--- src/rtl/load_unit_pkg.sv ---
// load_unit_pkg: shared load/store select encodings, FSM states and span detection
package load_unit_pkg;
    typedef enum logic [2:0] {
        LD_B  = 3'b000,
        LD_H  = 3'b001,
        LD_W  = 3'b010,
        LD_BU = 3'b100,
        LD_HU = 3'b101
    } load_sel_e;
    typedef enum logic [2:0] {
        ST_B = 3'b000,
        ST_H = 3'b001,
        ST_W = 3'b010
    } store_sel_e;
    typedef enum logic [1:0] {IDLE, SPAN, RESP} state_e;
    // Illegal selects never span, so only the three legal multi-byte loads matter here.
    function automatic logic is_span(input logic [2:0] sel, input logic [1:0] off);
        return ((sel == LD_H || sel == LD_HU) && off == 2'b11) || (sel == LD_W && off != 2'b00);
    endfunction
endpackage

--- src/rtl/load_unit_if.sv ---
// load_unit_if: request, memory read port and response signals of the load unit
interface load_unit_if #(
    parameter int ADDR_WIDTH = 32,
    parameter int DATA_WIDTH = 32
);
    logic                  req_valid;
    logic                  req_ready;
    logic [ADDR_WIDTH-1:0] req_addr;
    logic [2:0]            load_sel;
    logic [ADDR_WIDTH-1:0] mem_rd_addr;
    logic [DATA_WIDTH-1:0] mem_rd_data;
    logic                  rsp_valid;
    logic                  rsp_ready;
    logic [DATA_WIDTH-1:0] rsp_data;
    logic                  rsp_err;
    modport master (
        output req_valid, req_addr, load_sel, mem_rd_data, rsp_ready,
        input  req_ready, mem_rd_addr, rsp_valid, rsp_data, rsp_err
    );
    modport slave (
        input  req_valid, req_addr, load_sel, mem_rd_data, rsp_ready,
        output req_ready, mem_rd_addr, rsp_valid, rsp_data, rsp_err
    );
endinterface

--- src/rtl/load_unit_align_ext.sv ---
// load_align_ext: shifts the two-word window by the byte offset and sign/zero-extends
module load_align_ext
    import load_unit_pkg::*;
(
    input  logic [63:0] words,
    input  logic [1:0]  offset,
    input  logic [2:0]  load_sel,
    output logic [31:0] data,
    output logic        illegal
);
    logic [63:0] sh;
    assign sh = words >> {offset, 3'b000};
    always_comb begin
        illegal = !(load_sel == LD_B || load_sel == LD_H || load_sel == LD_W ||
                    load_sel == LD_BU || load_sel == LD_HU);
        data = load_sel == LD_B  ? {{24{sh[7]}}, sh[7:0]} :
               load_sel == LD_BU ? {24'd0, sh[7:0]} :
               load_sel == LD_H  ? {{16{sh[15]}}, sh[15:0]} :
               load_sel == LD_HU ? {16'd0, sh[15:0]} :
               load_sel == LD_W  ? sh[31:0] : 32'd0;
    end
endmodule

--- src/rtl/load_unit.sv ---
// load_unit: RV32I load path with word-aligned reads and optional split of spanning loads
module load_unit
    import load_unit_pkg::*;
#(
    parameter int ADDR_WIDTH = 32,
    parameter int DATA_WIDTH = 32,
    parameter bit SPLIT_EN   = 1'b1
) (
    input logic clk,
    input logic rst_n,
    load_unit_if.slave bus
);
    state_e                state;
    logic [ADDR_WIDTH-1:0] addr;
    logic [2:0]            sel;
    logic [DATA_WIDTH-1:0] word0;
    logic [31:0]           ext_data;
    logic                  ext_illegal;
    logic                  span_req;
    logic                  in_span;
    assign in_span  = state == SPAN;
    assign span_req = is_span(bus.load_sel, bus.req_addr[1:0]);
    assign bus.req_ready = state == IDLE;
    assign bus.mem_rd_addr = in_span ? {addr[ADDR_WIDTH-1:2], 2'b00} + ADDR_WIDTH'(4)
                                     : {bus.req_addr[ADDR_WIDTH-1:2], 2'b00};
    // One extractor serves both the accept edge (word1 = 0) and the second read in SPAN.
    load_align_ext u_ext (
        .words    (in_span ? {bus.mem_rd_data, word0} : {32'd0, bus.mem_rd_data}),
        .offset   (in_span ? addr[1:0] : bus.req_addr[1:0]),
        .load_sel (in_span ? sel : bus.load_sel),
        .data     (ext_data),
        .illegal  (ext_illegal)
    );
    always_ff @(posedge clk or negedge rst_n) begin
        if (!rst_n) begin
            state         <= IDLE;
            addr          <= '0;
            sel           <= '0;
            word0         <= '0;
            bus.rsp_valid <= 1'b0;
            bus.rsp_data  <= '0;
            bus.rsp_err   <= 1'b0;
        end else begin
            case (state)
                IDLE: if (bus.req_valid) begin
                    addr  <= bus.req_addr;
                    sel   <= bus.load_sel;
                    word0 <= bus.mem_rd_data;
                    if (span_req && SPLIT_EN) begin
                        state <= SPAN;
                    end else begin
                        state         <= RESP;
                        bus.rsp_valid <= 1'b1;
                        bus.rsp_data  <= span_req ? '0 : ext_data;
                        bus.rsp_err   <= span_req | ext_illegal;
                    end
                end
                SPAN: begin
                    state         <= RESP;
                    bus.rsp_valid <= 1'b1;
                    bus.rsp_data  <= ext_data;
                    bus.rsp_err   <= 1'b0;
                end
                RESP: if (bus.rsp_ready) begin
                    state         <= IDLE;
                    bus.rsp_valid <= 1'b0;
                end
                default: state <= IDLE;
            endcase
        end
    end
endmodule

--- src/flat_wrapper.sv ---
// flat-port wrapper written by rule: the top's interface ports become plain ports
module load_unit_flat import load_unit_pkg::*;
#(
    parameter int ADDR_WIDTH = 32,
    parameter int DATA_WIDTH = 32,
    parameter bit SPLIT_EN   = 1'b1
)
  (clk, rst_n, bus_req_valid, bus_req_addr, bus_load_sel, bus_mem_rd_data, bus_rsp_ready, bus_req_ready, bus_mem_rd_addr, bus_rsp_valid, bus_rsp_data, bus_rsp_err);
  load_unit_if #(.ADDR_WIDTH(ADDR_WIDTH), .DATA_WIDTH(DATA_WIDTH)) bus_i ();
  input logic clk;
  input logic rst_n;
  input wire logic [$bits(bus_i.req_valid)-1:0] bus_req_valid;
  input wire logic [$bits(bus_i.req_addr)-1:0] bus_req_addr;
  input wire logic [$bits(bus_i.load_sel)-1:0] bus_load_sel;
  input wire logic [$bits(bus_i.mem_rd_data)-1:0] bus_mem_rd_data;
  input wire logic [$bits(bus_i.rsp_ready)-1:0] bus_rsp_ready;
  output wire logic [$bits(bus_i.req_ready)-1:0] bus_req_ready;
  output wire logic [$bits(bus_i.mem_rd_addr)-1:0] bus_mem_rd_addr;
  output wire logic [$bits(bus_i.rsp_valid)-1:0] bus_rsp_valid;
  output wire logic [$bits(bus_i.rsp_data)-1:0] bus_rsp_data;
  output wire logic [$bits(bus_i.rsp_err)-1:0] bus_rsp_err;
  assign bus_i.req_valid = bus_req_valid;
  assign bus_i.req_addr = bus_req_addr;
  assign bus_i.load_sel = bus_load_sel;
  assign bus_i.mem_rd_data = bus_mem_rd_data;
  assign bus_i.rsp_ready = bus_rsp_ready;
  assign bus_req_ready = bus_i.req_ready;
  assign bus_mem_rd_addr = bus_i.mem_rd_addr;
  assign bus_rsp_valid = bus_i.rsp_valid;
  assign bus_rsp_data = bus_i.rsp_data;
  assign bus_rsp_err = bus_i.rsp_err;
  load_unit #(.ADDR_WIDTH(ADDR_WIDTH), .DATA_WIDTH(DATA_WIDTH), .SPLIT_EN(SPLIT_EN)) u_core (.clk(clk), .rst_n(rst_n), .bus(bus_i));
endmodule
--- config.mk ---
export PLATFORM = sky130hd
export DESIGN_NAME = load_unit_flat
export DESIGN_NICKNAME = d
export VERILOG_FILES = /design/src/rtl/load_unit_pkg.sv /design/src/rtl/load_unit_if.sv /design/src/rtl/load_unit_align_ext.sv /design/src/rtl/load_unit.sv /design/src/flat_wrapper.sv
export SDC_FILE = /design/constraint.sdc
export NUM_CORES = 1
export LEC_CHECK = 0
export CORE_UTILIZATION = 47
export CTS_CLUSTER_DIAMETER = 80
export CTS_CLUSTER_SIZE = 28
export DETAILED_ROUTE_END_ITERATION = 10
export PLACE_DENSITY_LB_ADDON = 0.15
export SYNTH_ARGS = -nofsm -noshare
export SYNTH_HDL_FRONTEND = slang
export SYNTH_SLANG_ARGS = --single-unit
--- constraint.sdc ---
create_clock -name clk -period 2.3 [get_ports clk]
set_input_delay 0.46 -clock clk [delete_from_list [all_inputs] [get_ports clk]]
set_output_delay 0.46 -clock clk [all_outputs]
set_load 0.01 [all_outputs]
==> results.md, run 1 <==
- Seq/Total Area, Yosys: 40.3%
- DRT Wirelength: 19200 um
- Proportion of power drawn by flip-flops and latches: 32.9%
- Sw frac: 35.3%
- Avg Cell Area, Syn: around 11 um2
- Synthesized instance count: 601
- FF-to-FF Start: u_core.state[1]
- GR Overflow Total: 0
- Cts bufs inserted: 9
- Clock Latency Late Sink: 360 ps
- HPWL Detailed: 13100 um
- Critical Setup Path Class: reg -> out
- Via count: 5896
- CTS H-Tree Depth: 3
- Vias in the first global route: 5912
- Status: finished, violations left
- Wire per inst: 18.9 um
- DRC Markers: 0
- Most frequent CP cell: buf_6
- IO Count: about 140
- Commonest register cell after synthesis: dfrtp_1
- Cell variety after synth: 59
- Fmax: 383 MHz
- Startpoint types: flop
- RSZ-0062 raised after global routing: true
- Share of cells above drive strength 1: around 38%
- Worst Hold Class: in -> async
- Hold Slack: 47.2 ps
- WP data required: 1840 ps
- Post-layout util: 70.5%
- Clock power share: 16.2%
- Drt via density: 5.80
- Peak VDD IR: between 0.6 and 0.7 mV
- CTS Sinks: 103
- Slew Viols, Final: 0
- Post-Syn Area: 6400 um2
- Worst path cell trace: nand3_2 > nor4_4 > buf_4 > buf_6 > buf_6 > nand4_1 > xor2_1 > a21oi_1 > buf_2
- Pre-antenna DRT Iters: 5
- Fin Setup TNS: -3010 ps
- Total power draw: 10500 uW
- Psw: 3710 uW
- Crit. Startpoint: u_core.addr[17]
- Worst-path clk slew: 70 ps
- Filler cells: between 1000 and 1500
- Final Hold Vio Count: 0
- Post-route ant nets: 0
- Final period demand of the worst path: 2610 ps
- Failing checks: setup timing
- Post-synth ARST share: 100%
- Max-Cap Viols: 0
- Starting Density: 48.3%
- First-pass GRT wire length: ~30000 um
- Commonest cells after routing, fill and taps aside: clkdlybuf4s50_1 (104), dfrtp_1 (103), buf_4 (102)
- Setup WS post-layout: -311 ps
- Clock buffer depth: 2
- Crit path DAT: 2150 ps
- Synth warn: 0
- Cell Rows: 42
- Endpoint type of the worst setup path: output pin
- Cts-stage hold buffer count: 0
- Area of the core: 13200 um2
- ANT cells: 0
- IO buf count: around 140
- CTS tree: done
- Leakage: a little under 0.004 uW
- Cell Pwr Density: ~1100 nW/um2
- Setup WS pre-CTS: -335 ps
- GRT Total Usage: 27.0%
- Post-synth EDFFs: 0
- Commonest non-fill, non-tap cell in the layout: clkdlybuf4s50_1
- Skew final: 9.12 ps
- # setup viols final: 16
- Die X: 119 um
- RD Place Congestion: 0.926
- Pin count of the biggest net entering global routing: between 40 and 50
- Die height: approximately 120 um
- Final period utilization: 114%
- Initial antenna violation count: 0
- Area Growth Syn to Fin: 45.9%
- Crit path largest cell delay: around 380 ps
- Root buffer cell: clkbuf_16
- Die area: around 14000 um2
- Crit-path slowest cell: dfrtp_1
- Gate power share: about half
- Synthesis-stage register bit count: 103
- Critical path peak fanout: 4
- Fin nets: 911
- Cell-internal power: 6790 uW
- Initial detailed-routing violation count: roughly 370
==> flip-flops by register name (all words and copies together), names as in the netlist <==
name and cells:
u_core.sel 3, u_core.bus.rsp_valid 1, u_core.bus.rsp_err 1, u_core.addr 32, u_core.bus.rsp_data 32, u_core.word0 32, u_core.state 2
==> power groups by stage <==
stage / Clock [uW] / Sequential, uW / Combinational, uW
after floorplan: 0 / 3500 / 2560
after global placement: 0 / 3360 / 4800
after detailed placement: 0 / 3410 / 4920
after CTS: 1720 / 3400 / 5060
after global routing: 1800 / 3550 / 5710
final: 1700 / 3450 / 5350
==> what timing repair did <==
item | CTS | global route
buffers inserted | 20 | 13
gates resized for setup | 130 | 43
gates cloned | 1 | 2
endpoints found under the setup margin | 33 | 53
pin swaps | 29 | 25
==> area by class of cell <==
type                            count  area [um2]  share of cell area (%)
Sequential cell                   103        2580                    27.6
Clock buffer                       11         243                    2.60
Timing Repair Buffer              267        2420                    25.9
Tap cell                          176         220                    2.36
Multi-Input combinational cell    444        3750                    40.2
Clock inverter                      5        87.6                   0.938
Inverter                           10        37.5                   0.402
==> cells in the mapped netlist (9+ instances only) <==
master    number  share of area (%)
dfrtp_1      103                 40
mux2_2        81                 14
nor2_1        63                3.7
nand2_1       47                2.8
a21oi_1       35                2.7
mux2i_1       35                5.5
o22a_1        19                2.6
xor2_1        18                2.5
clkbuf_1      17                1.0
buf_2         15                1.2
mux4_2        14                4.9
nand3_1       13                1.0
a221oi_1      12                1.6
o21ai_0       11               0.86
inv_1         10               0.59
nand4_1        9               0.88
==> stage by stage <==
step	cells	instance area, um2
after global placement	964	8600
after global routing	1016	9340
after floorplan	602	6410
after CTS	1001	9100
final	1016	9340
after detailed placement	964	8600
==> routing by layer <==
metal  wire length [um]  vias up  share of wire [%]  track usage [%]
li1                   -     2689                  -                -
met4                294        0                1.5             7.83
met1               8220     2953                 43             35.5
met3               1280       22                6.7             6.23
met5                  0        -                  0                0
met2               9400      232                 49             44.6
==> kinds of logic (layout without fill, tap and decap cells) <==
kind of cell,Yosys count,in the layout,synth area share [%]
compound gates,117,117,13.4
xor+xnor,25,25,3.42
fa+ha+maj,5,5,0.977
buf+inv,56,293,4.22
flops,103,103,40.3
mux,133,134,25.5
other cells,1,2,0.0586
simple gates,161,161,12.2
==> critical path, delay by kind of cell, from the launching register on <==
family	cells	cell delay, ps
buf+inv	4	530
compound gates	1	140
flops	1	380
simple gates	3	560
xor+xnor	1	180
==> worst paths after layout <==
check                                          end  slack [ps]  cells after the start
hold / removal                      u_core.addr[0]          50                      1
min in group clk                   u_core.word0[3]         510                      1
setup / recovery               bus_mem_rd_addr[24]        -310                      9
hold reg to reg                    u_core.word0[3]         510                      1
max in group asynchronous          u_core.addr[19]        1660                      2
setup reg to reg           u_core.bus.rsp_data[29]          90                      9
Power figures use the tool's default switching activity.
==> inputs of run 2 (changes only) <==
--- a/config.mk
+++ b/config.mk
@@ -9,7 +9,8 @@
 export CTS_CLUSTER_DIAMETER = 80
 export CTS_CLUSTER_SIZE = 28
 export DETAILED_ROUTE_END_ITERATION = 10
-export PLACE_DENSITY_LB_ADDON = 0.15
+export PLACE_DENSITY = 0.78
+export REMOVE_ABC_BUFFERS = 1
 export SYNTH_ARGS = -nofsm -noshare
 export SYNTH_HDL_FRONTEND = slang
 export SYNTH_SLANG_ARGS = --single-unit
==> run 2 against run 1 <==
The flow still finishes with violations (setup timing). Critical path type unchanged. Total power up 0.11%. Clock skew down 1.3 ps. Via count up 1.7%. Critical path depth down 1. Routed wire length up 4.2%. Setup slack better by 52 ps. Clock-buffer cell count down 2. Cell count down 1.2%. Sequential power about the same. Final area up 0.43%. Utilization up 0.30 points. Register-to-register slack worse by 190 ps.
==> results.md, run 2 (synthesis results as in run 1) <==
- Fmax: 391 MHz (+2.0%)
- Final period utilization: 111% (-2.3 points)
- FF+latch area: 2580 um2 (about the same)
- Cell-internal power: 6740 uW (-0.72%)
- Proportion of power drawn by flip-flops and latches: 33.1% (+0.2 points)
- Wire per inst: 19.9 um (+5.4%)
- Max transition margin: about two thirds
- Crit-path slowest cell: dfrtp_1
- Fin nets: 899 (-1.3%)
- M1 wire length: 7940 um (-3.3%)
- Uppermost routed layer: met5
- Worst Hold Class: reg -> reg
- Final period demand of the worst path: 2560 ps (-51.8 ps)
- Die area: 14100 um2 (unchanged)
- Met3 WL: 1450 um (+14%)
- CTS H-Tree Depth: 3 (unchanged)
- Clock power share: 15.9% (-0.3 points)
- Crit path DAT: 2100 ps (-50 ps)
- Initial detailed-routing violation count: 487 (+33%)
- Dpl cell area: 8510 um2 (-0.99%)
- Most frequent CP cell: buf_4
- Max-Cap Viols: 0 (unchanged)
- Failing checks: setup timing
- First-pass GRT wire length: 29400 um (-2.0%)
- Starting Density: 48.3% (unchanged)
- Worst path cell trace: nand3_2 > nor4_4 > buf_4 > buf_4 > nand4_1 > xor2_1 > a21oi_1 > buf_2
- Multi-input gate area: 3760 um2 (+0.23%)
- HPWL Detailed: 13000 um (-0.18%)
- Cell Pwr Density: 1120 nW/um2 (-0.32%)
- Peak VDD IR: 0.693 mV (+6.8%)
- Worst-path clk slew: 70 ps (about the same)
- Area of the core: 13200 um2 (unchanged)
- Filler cells: 941 (-7.1%)
- CP top delay family: simple AND/OR/NAND/NOR gates
- Critical path peak fanout: 5 (+1)
- Post-route ant nets: 0 (unchanged)
- Slew of the pin with the lowest slew margin: 529 ps
- Cts bufs inserted: 9 (unchanged)
- Status: finished, violations left
- CTS Sinks: 103 (unchanged)
- Non-filler cells, final: 1004 (-1.2%)
- Final Hold Vio Count: 0 (unchanged)
- CP Buf/Inv Count: 3 (-1)
- Cell Rows: 42 (unchanged)
- Crit path largest cell delay: 390 ps (about the same)
- RD Place Congestion: 0.915 (-1.2%)
- Vias in the first global route: 5927 (+0.25%)
- Critical Setup Path Class: reg -> out
- Die X: 119 um (unchanged)
- Initial antenna violation count: 1 (+1)
- Gate power share: 51.0% (about the same)
- Via count: 5995 (+1.7%)
- Dpl cells: 951 (-1.3%)
- Share of cells above drive strength 1: 37.0% (-1.5 points)
- Endpoint type of the worst setup path: output pin
- Psw: 3770 uW (+1.6%)
- Sw frac: 35.9% (+0.54 points)
- GRT Total Usage: 26.5% (-0.55 points)
- Drt via density: 5.97 (+2.9%)
- Setup WS post-layout: -259 ps (+51.8 ps)
- Startpoint types: flop
- Flop-to-flop setup slack: -100 ps (-190 ps)
- IO buf count: 135 (unchanged)
- IO Count: 138 (unchanged)
- Clock Latency Late Sink: 350 ps (about the same)
- RSZ-0062 raised after global routing: true
- Clock buffer depth: 2 (unchanged)
- WP data required: 1840 ps (about the same)
- Root buffer cell: clkbuf_16
- CTS tree: done
- # setup viols final: 39 (+23)
- Leakage: 0.00387 uW (-0.31%)
- ANT cells: 0 (unchanged)
- WL met2: 9720 um (+3.4%)
- Die height: 119 um (unchanged)
- Slew Viols, Final: 0 (unchanged)
- Design area: 9380 um2 (+0.43%)
- DRC Markers: 0 (unchanged)
- DRT Wirelength: 20000 um (+4.2%)
- Skew final: 7.78 ps (-1.33 ps)
- Commonest cells after routing, fill and taps aside: clkdlybuf4s50_1 (104), dfrtp_1 (102), buf_4 (89)
- GR Overflow Total: 0 (unchanged)
- Area Growth Syn to Fin: 46.5%
- Commonest non-fill, non-tap cell in the layout: clkdlybuf4s50_1
- Biggest regs: u_core.addr x32, u_core.bus.rsp_data x32, u_core.word0 x32
- Pin count of the biggest net entering global routing: 44 (-2.2%)
- Pre-antenna DRT Iters: 5 (unchanged)
## run 2: cell types whose count changed in the layout (fill, tap and decap cells not counted), moves of 3 or more
cell,previous run,this run
mux2i_2,7,3
buf_4,102,89
buf_2,24,21
buf_12,9,13
clkbuf_16,9,12
buf_6,21,15
## run 2: metal layers
metal,global-route usage (%),vias up
met3,4.20,79
met2,45.2,319
li1,-,2659
met4,11.9,2
met5,0,-
met1,32.9,2936
## run 2: final timing paths
path / start / endpoint / depth (start not counted)
setup / recovery: u_core.addr[12] / bus_mem_rd_addr[22] / 8
hold / removal: u_core.word0[3] / u_core.word0[3] / 1
setup reg to reg: u_core.state[1] / u_core.bus.rsp_data[22] / 10
hold reg to reg: u_core.word0[3] / u_core.word0[3] / 1
max in group asynchronous: rst_n / u_core.bus.rsp_data[24] / 3
min in group asynchronous: rst_n / u_core.addr[26] / 2
## run 2: what timing repair did
action	in CTS	in global routing
hold buffers	1	0
gates cloned	1	4
endpoints found under the setup margin	56	55
buffers inserted	18	13
hold endpoints to repair	11	0
pin swaps	31	44
resized for setup	127	34
## run 2: area by class of cell
type | instances | area share (%)
Tap cell | 176 | 2.35
Clock buffer | 9 | 2.40
Inverter | 10 | 0.440
Clock inverter | 7 | 1.11
Timing Repair Buffer | 256 | 26.1
Multi-Input combinational cell | 443 | 40.1
Sequential cell | 103 | 27.5
## run 2: metrics by stage
stage	setup TNS, ps	hold WS (ps)	utilization (%)	power [uW]	setup slack (ps)
final	-3900	502	70.8	10500	-259
after global routing	-6120	527	70.8	11100	-345
after CTS	-1440	503	68.3	10100	-186
after detailed placement	-7530	369	64.3	8310	-231
after global placement	-5660	358	64.3	8100	-182
after floorplan	-106020	164	-	5960	-2370
## run 2: power by group through the flow
stage	logic [uW]	registers (uW)	clock network, uW
floorplan	2430	3540	0
detailed placement	4900	3420	0
global route	5710	3570	1770
CTS	5030	3400	1700
finish	5360	3480	1670
global placement	4740	3360	0
